**src/rtl/channel_pkg.sv**
```systemverilog
// Shared defaults and the stage record for channel_add_pipeline.
// Build option: define CHANNEL_ADD_SATURATE_EN to saturate each stage add.
package channel_pkg;
  localparam int          DEF_WIDTH  = 16;
  localparam int          DEF_STAGES = 4;
  localparam int unsigned DEF_INCR   = 2;

  typedef struct packed {
    logic                 vld;
    logic [DEF_WIDTH-1:0] data;
  } stage_rec_t;
endpackage

```
**src/rtl/channel_add_stage.sv**
```systemverilog
// One pipeline register: loads upstream data + INCR when it advances.
// Build option: CHANNEL_ADD_SATURATE_EN clamps the add at all-ones instead of wrapping.
module channel_add_stage import channel_pkg::*; #(
  parameter type         rec_t = stage_rec_t,
  parameter int unsigned INCR  = DEF_INCR
) (
  input  logic clk,
  input  logic rst,
  input  logic i_adv,
  input  rec_t i_rec,
  output rec_t o_rec
);
  localparam int W = $bits(rec_t) - 1;

  rec_t         r_rec;
  logic [W-1:0] w_nxt;

`ifdef CHANNEL_ADD_SATURATE_EN
  logic [W:0] w_sum;
  assign w_sum = {1'b0, i_rec.data} + (W+1)'(INCR);
  assign w_nxt = w_sum[W] ? '1 : w_sum[W-1:0];
`else
  assign w_nxt = i_rec.data + W'(INCR);
`endif

  // A bubble moving in leaves the data untouched so the last result is held.
  always_ff @(posedge clk or negedge rst) begin
    if (!rst) begin
      r_rec <= '0;
    end else if (i_adv) begin
      r_rec.vld <= i_rec.vld;
      if (i_rec.vld) r_rec.data <= w_nxt;
    end
  end

  assign o_rec = r_rec;
endmodule

```
**src/rtl/channel_add_pipeline.sv**
```systemverilog
// Elastic STAGES-deep pipeline adding INCR per stage, with valid/ready handshake.
// Build option: CHANNEL_ADD_SATURATE_EN selects saturating adds (see channel_add_stage).
module channel_add_pipeline import channel_pkg::*; #(
  parameter int          WIDTH  = DEF_WIDTH,
  parameter int          STAGES = DEF_STAGES,
  parameter int unsigned INCR   = DEF_INCR
) (
  input  logic                        clk,
  input  logic                        rst,
  input  logic                        in_valid,
  output logic                        in_ready,
  input  logic [WIDTH-1:0]            in_data,
  output logic                        out_valid,
  input  logic                        out_ready,
  output logic [WIDTH-1:0]            out_data,
  output logic [$clog2(STAGES+1)-1:0] occupancy
);
  localparam int OW = $clog2(STAGES+1);

  typedef struct packed {
    logic             vld;
    logic [WIDTH-1:0] data;
  } rec_t;

  rec_t              w_in  [STAGES];
  rec_t              w_out [STAGES];
  logic [STAGES-1:0] w_vld;
  logic [STAGES:0]   w_adv;
  logic [OW-1:0]     w_occ;

  for (genvar k = 0; k < STAGES; k++) begin : g_stage
    if (k == 0) begin : g_head
      assign w_in[k] = '{vld: in_valid, data: in_data};
    end else begin : g_body
      assign w_in[k] = w_out[k-1];
    end

    channel_add_stage #(
      .rec_t (rec_t),
      .INCR  (INCR)
    ) u_stage (
      .clk   (clk),
      .rst   (rst),
      .i_adv (w_adv[k]),
      .i_rec (w_in[k]),
      .o_rec (w_out[k])
    );

    assign w_vld[k] = w_out[k].vld;
  end

  // Ready ripples back from the consumer; an empty stage always absorbs.
  always_comb begin
    w_adv         = '0;
    w_adv[STAGES] = !w_vld[STAGES-1] || out_ready;
    for (int k = STAGES - 1; k >= 0; k--)
      w_adv[k] = !w_vld[k] || w_adv[k+1];
  end

  always_comb begin
    w_occ = '0;
    for (int k = 0; k < STAGES; k++)
      w_occ = w_occ + OW'(w_vld[k]);
  end

  assign in_ready  = w_adv[0];
  assign out_valid = w_vld[STAGES-1];
  assign out_data  = w_out[STAGES-1].data;
  assign occupancy = w_occ;
endmodule

```
**config.mk**
```make
export PLATFORM = sky130hd
export DESIGN_NAME = channel_add_pipeline
export DESIGN_NICKNAME = d
export VERILOG_FILES = /design/src/rtl/channel_pkg.sv /design/src/rtl/channel_add_stage.sv /design/src/rtl/channel_add_pipeline.sv
export SDC_FILE = /design/constraint.sdc
export NUM_CORES = 1
export LEC_CHECK = 0
export BUFFER_PORTS_ARGS = -buffer_cell sky130_fd_sc_hd__buf_4
export CAP_MARGIN = 20
export CORE_MARGIN = 2
export CORE_UTILIZATION = 35
export DETAILED_ROUTE_END_ITERATION = 10
export MAX_ROUTING_LAYER = met4
export PLACE_DENSITY = 0.51
export SLEW_MARGIN = 10
export SYNTH_ARGS = -nofsm -noshare
export SYNTH_HDL_FRONTEND = slang
export SYNTH_SLANG_ARGS = --single-unit
```
**constraint.sdc**
```tcl
create_clock -name clk -period 2 [get_ports clk]
set_input_delay 0 -clock clk [delete_from_list [all_inputs] [get_ports clk]]
set_output_delay 0 -clock clk [all_outputs]
set_load 0.01 [all_outputs]
```
==> summary by stage, run 1 <==
Yosys
The share of the synthesized area in compound gates (AO/OA/AOI/OAI) is under 10%. The synthesized netlist devotes 12.8% of its cell area to XOR and XNOR gates. The mean instance size in the synthesized netlist is about 9.6 um^2. The multiplexer area fraction after synthesis is under 10%.

By area, the combinational part of the netlist is dominated by simple AND/OR/NAND/NOR gates. The unique cell type count in the Yosys netlist is 30. After Yosys synthesis, and, or, nand and nor cells account for 22.4% of the synthesized area. In this run, synthesis produced a sequential element count of 68. The post-synthesis adder-cell area fraction is under 10%. The synthesized design devotes to its leading area cell type between 40% and 50% of total area.

Synthesis produced a netlist whose cell count is around 370. In the post-synthesis netlist, the biggest area contributors are sky130_fd_sc_hd__dfrtp_1 (48%), sky130_fd_sc_hd__xnor2_1 (11%), sky130_fd_sc_hd__nand2_1 (7.4%), sky130_fd_sc_hd__o21ai_0 (4.2%), sky130_fd_sc_hd__o21ai_1 (2.9%). The post-synth design cell area is about 3600 um^2. The number of nets handed over by synthesis was 400. The proportion of synthesized chip area in sequential cells is 47.7%. The cell type contributing the most total cell area after synthesis is sky130_fd_sc_hd__dfrtp_1. For this run, the number of Yosys warnings is 0.

Timing
Setup repair after global routing left no endpoint under its margin. Across all hold checks on the routed design, the worst slack comes to ~0.048 ns. The sum of negative setup slack is 0 ns. After layout, the minimum clock period comes to 1.89 ns. Headroom to the max-slew limit came out at a little under half. The final count of negative-setup-slack endpoints is 0. Clock skew on the completed layout was measured at about 0.004 ns. The max-slew violation total from the final report was 0. The worst setup margin is approximately 0.11 ns.

The part of the cycle the worst path needs is about 94%. The maximum clock frequency is approximately 530 MHz. The final count of hold timing violations is 0.

The slew at the pin closest to its max-slew limit is between 0.8 and 0.9 ns.

Power
Dividing total power by cell area gives a power density of around 1000 nW/um^2. The switching power of the nets is 1480 uW. Summed over all cells, the static leakage comes to 0.00180 uW. The total chip power is about 4400 uW.

The largest vdd supply drop is approximately 0.33 mV. The cell internal power dissipation is slightly below 3000 uW. In this run switching power makes up 33.5% of total power. Of the total power, combinational logic draws around 28%. The proportion of power drawn by the clock network is between 20 and 25%.

Sequential cells burn 49.6% of the power.

Clocking
The H-tree was split into 3 levels. The number of buffers added by the clock tree synthesis step is 9. In this run, post-CTS repair resized a total of 0 instances. No sink is reached through more buffers than the 2 on the longest clock path. CTS saw 68 sinks.

TritonCTS built the clock tree. Clock-pin slew was measured on the worst setup and hold paths at approximately 0.07 ns. The clock insertion delay at the later pin of the skew report is ~0.33 ns. The clock tree root buffer cell is sky130_fd_sc_hd__clkbuf_8.

Placed design
The number of port buffers is 40. The post-placement worst setup slack is approximately 0.39 ns. The count of placed standard cells including taps is approximately 540.

The wire-length estimate of the detail-placed layout is 4640 um. Routability-driven placement finished with a final weighted congestion of 0.790.

Setup path
The reg-to-reg startpoint is g_stage[3].u_stage.o_rec[16]. The worst setup path is captured at an output pin. The critical path is of the reg2out type. The category of the worst setup path launch point is a flop. The worst register-to-register path ends at g_stage[0].u_stage.o_rec[5]. The worst path arrival time is approximately 1.9 ns. The largest fanout on the critical path is 4. Across all register-to-register paths, the minimum setup slack is 0.44 ns. STA puts the critical path data required time at roughly 2 ns. The number of cells on the worst reg-to-reg path is 6.

Global routing
The first global-routing pass estimated roughly 11000 um of wire. The number of global-route vias before repair was about 2600. The global-route congestion overflow total is 0. Entering global routing, the biggest net connects a little under 70 pins.

Global routing used 12.7% of the available tracks. The initial antenna violation count came to 0.

Worst hold path
The min-delay analysis places its worst path in the category in2reg. The worst min-delay path startpoint is in_data[5]. The worst hold path terminates at g_stage[0].u_stage.o_rec[5].

The cell count of the worst hold path is 4.

Floorplanning
The area of the core region is around 9800 um^2. The initial core utilization is a little over a third. The die area is 11000 um^2. The overall die width is roughly 110 um. In this run the vertical extent of the chip is approximately 110 um. The boundary pin count is between 40 and 50. After floorplanning, the core was divided into 36 placement rows.

Run status
The run finished with clean final reports.

Drt
The routed layout has between 2000 and 3000 vias. After detailed routing, the total wire length is 6370 um. The pre-antenna-repair detailed-routing pass consisted of 4 iterations.

The residual antenna-violating net count after detailed routing is 0. After detailed routing, the number of remaining DRC violations is 0. The post-detailed-route wirelength per cell is between 10 and 15 um. For this block, the initial DRC count from the detailed router was 39. The vias per cell is roughly 4.5.

Cells and area
The repair_antennas step left the layout with diodes totalling 0. The leading cell type in the layout, fill and taps excluded is sky130_fd_sc_hd__nand2_1. In the layout the commonest cells are sky130_fd_sc_hd__nand2_1 (70), sky130_fd_sc_hd__dfrtp_1 (68), sky130_fd_sc_hd__xnor2_1 (46). The register with the most flip-flops in the layout has about 70 of them. The fraction of final layout cells with drive strength greater than 1 is between 20% and 30%. The final-stage net count is 460.

The finished layout holds 570 standard cells, fillers aside. The growth of design area from synthesis to finish is 22.1%.

Job
Across the run, the number of max-cap violations was 0.
## Yosys cell counts
cell / number
sky130_fd_sc_hd__a21oi_1: 2
sky130_fd_sc_hd__and4_1: 1
sky130_fd_sc_hd__buf_2: 6
sky130_fd_sc_hd__clkbuf_1: 6
sky130_fd_sc_hd__clkbuf_2: 1
sky130_fd_sc_hd__dfrtp_1: 68
sky130_fd_sc_hd__fa_1: 1
sky130_fd_sc_hd__ha_1: 6
sky130_fd_sc_hd__inv_1: 19
sky130_fd_sc_hd__mux2_2: 8
sky130_fd_sc_hd__mux2i_1: 1
sky130_fd_sc_hd__nand2_1: 70
sky130_fd_sc_hd__nand2b_1: 3
sky130_fd_sc_hd__nand3_1: 15
sky130_fd_sc_hd__nand3_2: 1
sky130_fd_sc_hd__nand3_4: 1
sky130_fd_sc_hd__nand3b_1: 1
sky130_fd_sc_hd__nand4_1: 7
sky130_fd_sc_hd__nand4_2: 8
sky130_fd_sc_hd__nand4b_1: 1
sky130_fd_sc_hd__nor2_1: 13
sky130_fd_sc_hd__nor3_1: 18
sky130_fd_sc_hd__nor4_1: 2
sky130_fd_sc_hd__nor4_2: 7
sky130_fd_sc_hd__o21ai_0: 30
sky130_fd_sc_hd__o21ai_1: 21
sky130_fd_sc_hd__o21ai_2: 3
sky130_fd_sc_hd__or2_2: 1
sky130_fd_sc_hd__xnor2_1: 46
sky130_fd_sc_hd__xor2_1: 6
## area by class of cell
type	count	area, um^2
fill	1011	5460
multi-input combinational	273	1740
sequential	68	1700
timing repair buffer	62	508
tap	133	166
clock buffer	13	159
inverter	19	71.3
clock inverter	2	10.0
## layer usage
metal / part of all wire, % / GRT usage, % / up-vias
li1: - / - / 1383
met1: 46 / 14.4 / 1145
met2: 49 / 22.0 / 42
met3: 3.4 / 2.31 / 8
met4: 1.1 / 5.33 / 0
met5: 0 / - / -
## stage by stage
stage          area, um^2  util, %
6_report             4360     44.4
5_1_grt              4360     44.4
4_1_cts              4350     44.3
3_5_place_dp         4010     40.9
3_3_place_gp         4010     40.9
2_1_floorplan        3570        -
## worst max path at each step
stage | start | endpoint | slack [ns] | cells past startpoint
floorplan | g_stage[3].u_stage.o_rec[16] | occupancy[1] | 0.47 | 5
global placement | g_stage[3].u_stage.o_rec[16] | occupancy[1] | 0.41 | 6
detailed placement | g_stage[3].u_stage.o_rec[16] | occupancy[1] | 0.39 | 6
CTS | g_stage[3].u_stage.o_rec[16] | occupancy[1] | 0.01 | 6
global route | g_stage[0].u_stage.o_rec[16] | occupancy[1] | 0.03 | 6
finish | g_stage[0].u_stage.o_rec[16] | occupancy[1] | 0.11 | 6
## power groups by stage
stage	registers (uW)	logic (uW)	clock network, uW
floorplan	2180	758	0
global placement	2200	1220	0
detailed placement	2220	1230	0
CTS	2190	1260	1030
global route	2260	1420	1080
finish	2190	1240	982
## repair_timing
action	in CTS	in global routing
buffers inserted	0	1
endpoints found under the hold margin	85	0
hold buffers	17	0
setup endpoints to repair	0	1
## worst max-delay path, cell delays in order (launching register included)
cell and delay (ns):
sky130_fd_sc_hd__dfrtp_1 0.34, sky130_fd_sc_hd__inv_1 0.09, sky130_fd_sc_hd__fa_1 0.51, sky130_fd_sc_hd__inv_1 0.04
sky130_fd_sc_hd__ha_1 0.17, sky130_fd_sc_hd__ha_1 0.26, sky130_fd_sc_hd__buf_4 0.14
## cells by family (layout without fill, tap and decap cells)
family,Yosys count,in the layout
AOI/OAI and AO/OA,56,56
xor gates and xnor gates,52,52
adders and majority gates,7,7
buffers and inverters,32,96
DFF,68,68
muxes,9,9
and+or+nand+nor,149,149
Note: power is estimated with default switching activity, not from simulation.
==> run 2: changes to the inputs <==
--- a/config.mk
+++ b/config.mk
@@ -6,12 +6,13 @@
 export NUM_CORES = 1
 export LEC_CHECK = 0
 export BUFFER_PORTS_ARGS = -buffer_cell sky130_fd_sc_hd__buf_4
-export CAP_MARGIN = 20
+export CAP_MARGIN = 10
 export CORE_MARGIN = 2
 export CORE_UTILIZATION = 35
 export DETAILED_ROUTE_END_ITERATION = 10
 export MAX_ROUTING_LAYER = met4
-export PLACE_DENSITY = 0.51
+export PLACE_DENSITY = 0.53
+export SETUP_SLACK_MARGIN = 0.5
 export SLEW_MARGIN = 10
 export SYNTH_ARGS = -nofsm -noshare
 export SYNTH_HDL_FRONTEND = slang
==> constraint.sdc (replaced) <==
create_clock -name clk -period 1.65 [get_ports clk]
set_input_delay 0 -clock clk [delete_from_list [all_inputs] [get_ports clk]]
set_output_delay 0 -clock clk [all_outputs]
set_load 0.01 [all_outputs]
==> summary by stage, run 2 (same netlist as run 1, synthesis figures left out) <==
Placed design
The post-placement cell area came to 4210 um^2 (+4.9%). The last weighted congestion value of the routability-driven placer is 0.758 (-4.0%). The HPWL reported at the end of detailed placement is 4720 um (+1.9%). The number of port buffers came to 40 (unchanged).

Timing
The worst slew margin relative to its limit is 67.0% (+22 points). The part of the cycle the worst path needs is 111%. The final count of hold timing violations is 0 (unchanged).

The slew at the pin closest to its max-slew limit is 0.495 ns (-0.327 ns). The final count of negative-setup-slack endpoints is 3 (+3). The max-slew violation total from the final report came to 0 (unchanged).

The setup skew after layout came to 0.00832 ns (+0.00442 ns). Setup repair after global routing could not meet its margin everywhere. The worst setup margin was -0.188 ns (-0.299 ns). The post-route minimum period is around 1.8 ns.

The maximum clock frequency is ~540 MHz.

Clocking
The H-tree depth is 3 (unchanged). The number of buffers added by the clock tree synthesis step is 9 (unchanged). The cell sitting at the root of the clock tree is a sky130_fd_sc_hd__clkbuf_8. The clock-pin slew on the worst setup and hold paths came to 0.07 ns (about the same).

The clock insertion delay at the later pin of the skew report is 0.33 ns (about the same). The number of buffers on the longest clock path is 2 (unchanged). The CTS tree is done. The clock sink count is 68 (unchanged).

Floorplanning
The die height came to 105 um (unchanged). The area of the core region came to 9820 um^2 (unchanged). The number of placement rows came to 36 (unchanged). The initial core utilization is 36.4% (unchanged). The boundary pin count is 41 (unchanged).

The overall die width came to 105 um (unchanged). The die area is 11000 um^2 (unchanged).

Global routing
The global routing stage identified its most utilized layer as met2. The initial antenna violation count is 0 (unchanged). The global-route congestion overflow total is 0 (unchanged). The met1 track demand over resource came to 17.9% (+3.5 points). The number of global-route vias before repair is 2881 (+11%). The maximum number of pins on one net before global-route repair is 38 (-45%). The global-route wire length before repair was 13500 um (+20%). The global-route track usage on met3 is 3.12% (+0.81 points). The global routing met2 resource utilization is 26.9% (+4.9 points). The global-route usage over all layers is 15.5% (+2.8 points).

Cells and area
The register area is 1730 um^2 (+1.7%). From synthesis to final layout, the design area changed by 62.6%. The number of antenna repair diodes is 0 (unchanged). The final-stage net count came to 506 (+10%). The multi-input combinational cell area came to 2420 um^2 (+39%). In the layout the commonest cells are sky130_fd_sc_hd__buf_4 (59), sky130_fd_sc_hd__xnor2_1 (46), sky130_fd_sc_hd__dfrtp_1 (45).

The fraction of final layout cells with drive strength greater than 1 is 55.4% (+35 points). The number of inserted filler cells in the final layout was 842 (-17%). The flip-flop count of the largest register, all copies and words added is 68 (unchanged). The leading cell type in the layout, fill and taps excluded is sky130_fd_sc_hd__buf_4. The cell area after layout is 5810 um^2 (+33%).

Setup path
The kind of critical path is reg2out. STA classifies the critical path endpoint as an output pin. The number of cells on the worst reg-to-reg path is 10 (+4). Traced cell by cell, the critical path runs through inv_2 > fa_1 > inv_2 > ha_4 > ha_4 > buf_6.

The worst path arrival time is 1.84 ns (-0.05 ns). The highest cell delay on the worst timing path came to 0.55 ns (+0.04 ns). The data required time at the worst endpoint is 1.65 ns (-0.35 ns). The largest fanout on the critical path came to 2 (-2). The category of the worst setup path launch point is a flop. On the critical path, the stage with the largest delay is an instance of sky130_fd_sc_hd__fa_1.

Drt
The total length of routed wires is 8090 um (+27%). The total vias in the final route is 2887 (+12%). The vias per cell is 4.68 (+3.5%).

The residual antenna-violating net count after detailed routing is 0 (unchanged). The post-detailed-route wirelength per cell is 13.1 um (+17%). The iteration-0 DRC count of the detailed router was 57 (+46%). The number of remaining DRC errors was 0 (unchanged).

The number of iterations in the first detailed-routing pass is 4 (unchanged).

Power
The part of the power in combinational logic came to 40.1% (+12 points). The switching power of the nets is 2420 uW (+64%). The power share of the sequential group is 41.1% (-8.5 points). The total chip power is 6910 uW (+57%). The net switching fraction of the power is 35.1% (+1.5 points). The total power density per cell area is 1190 nW/um^2 (+18%). The leakage power summed over all cells is 0.00245 uW (+36%).

The proportion of power drawn by the clock network came to 18.8% (-3.5 points). The cell internal power dissipation is 4490 uW (+53%). The largest vdd supply drop is 0.461 mV (+39%).

Run status
The flow ran to the end, but the final reports show violations. The final reports fail on negative setup slack.

Worst hold path
The cell count of the worst hold path is 3 (-1). The tightest min-delay check is of the in2reg type.

Job
The max-capacitance violation count is 0 (unchanged).
## run 2: stage by stage
| step | setup TNS [ns] | hold slack, ns | cells | utilization, % | setup WS (ns) |
|---|---|---|---|---|---|
| CTS | -0.403 | 0.0141 | 606 | 53.4 | -0.214 |
| global placement | 0 | -0.00147 | 538 | 42.9 | 0.146 |
| detailed placement | 0 | -0.00110 | 538 | 42.9 | 0.104 |
| finish | -0.328 | 0.0612 | 617 | 59.1 | -0.188 |
| global route | -0.513 | 0.0670 | 617 | 59.1 | -0.248 |
| floorplan | 0 | -0.296 | 373 | - | 0.228 |
## run 2: path summary, 6_finish.rpt
| kind | from | endpoint | slack (ns) |
|---|---|---|---|
| hold / removal | in_data[2] | g_stage[0].u_stage.o_rec[2] | 0.06 |
| hold reg to reg | g_stage[1].u_stage.o_rec[16] | g_stage[2].u_stage.o_rec[16] | 0.49 |
| min in group asynchronous | rst | g_stage[1].u_stage.o_rec[16] | 0.18 |
| max in group asynchronous | rst | g_stage[2].u_stage.o_rec[2] | 0.93 |
| setup / recovery | g_stage[1].u_stage.o_rec[16] | occupancy[1] | -0.19 |
| setup reg to reg | g_stage[3].u_stage.o_rec[16] | g_stage[0].u_stage.o_rec[12] | 0.07 |
## run 2: power by group through the flow
stage	clock network (uW)	logic [uW]	registers, uW
6_report	1300	2770	2840
5_1_grt	1420	3020	2930
4_1_cts	1340	2330	2720
3_5_place_dp	0	1640	2760
3_3_place_gp	0	1620	2740
2_1_floorplan	0	1100	2700
## run 2: repair_timing
| item | 4_1_cts | 5_1_grt |
|---|---|---|
| hold endpoints to repair | 51 | 0 |
| buffers inserted | 28 | 7 |
| setup endpoints to repair | 67 | 71 |
| hold buffers | 16 | 0 |
| gates resized for setup | 71 | 135 |
| pin swaps | 18 | 54 |
| cloned | 8 | 4 |
## run 2: worst max-delay path, delay by kind of cell, from the launching register on
family | cells | cell delay (ns)
adder cells (fa/ha/maj) | 3 | 0.96
buffers and inverters | 3 | 0.19
flip-flops | 1 | 0.36
## run 2: per-layer routing
metal | wire [um] | vias to the layer above
met1 | 3330 | 1347
li1 | - | 1490
met3 | 214 | 9
met2 | 4460 | 41
met5 | 0 | -
met4 | 85 | 0
## run 2: layout make-up
type / instances / area share [%]
multi-input combinational: 273 / 41.7
sequential: 68 / 29.8
timing repair buffer: 108 / 21.2
clock buffer: 15 / 3.21
tap: 133 / 2.87
inverter: 19 / 1.23
clock inverter: 1 / 0.0862
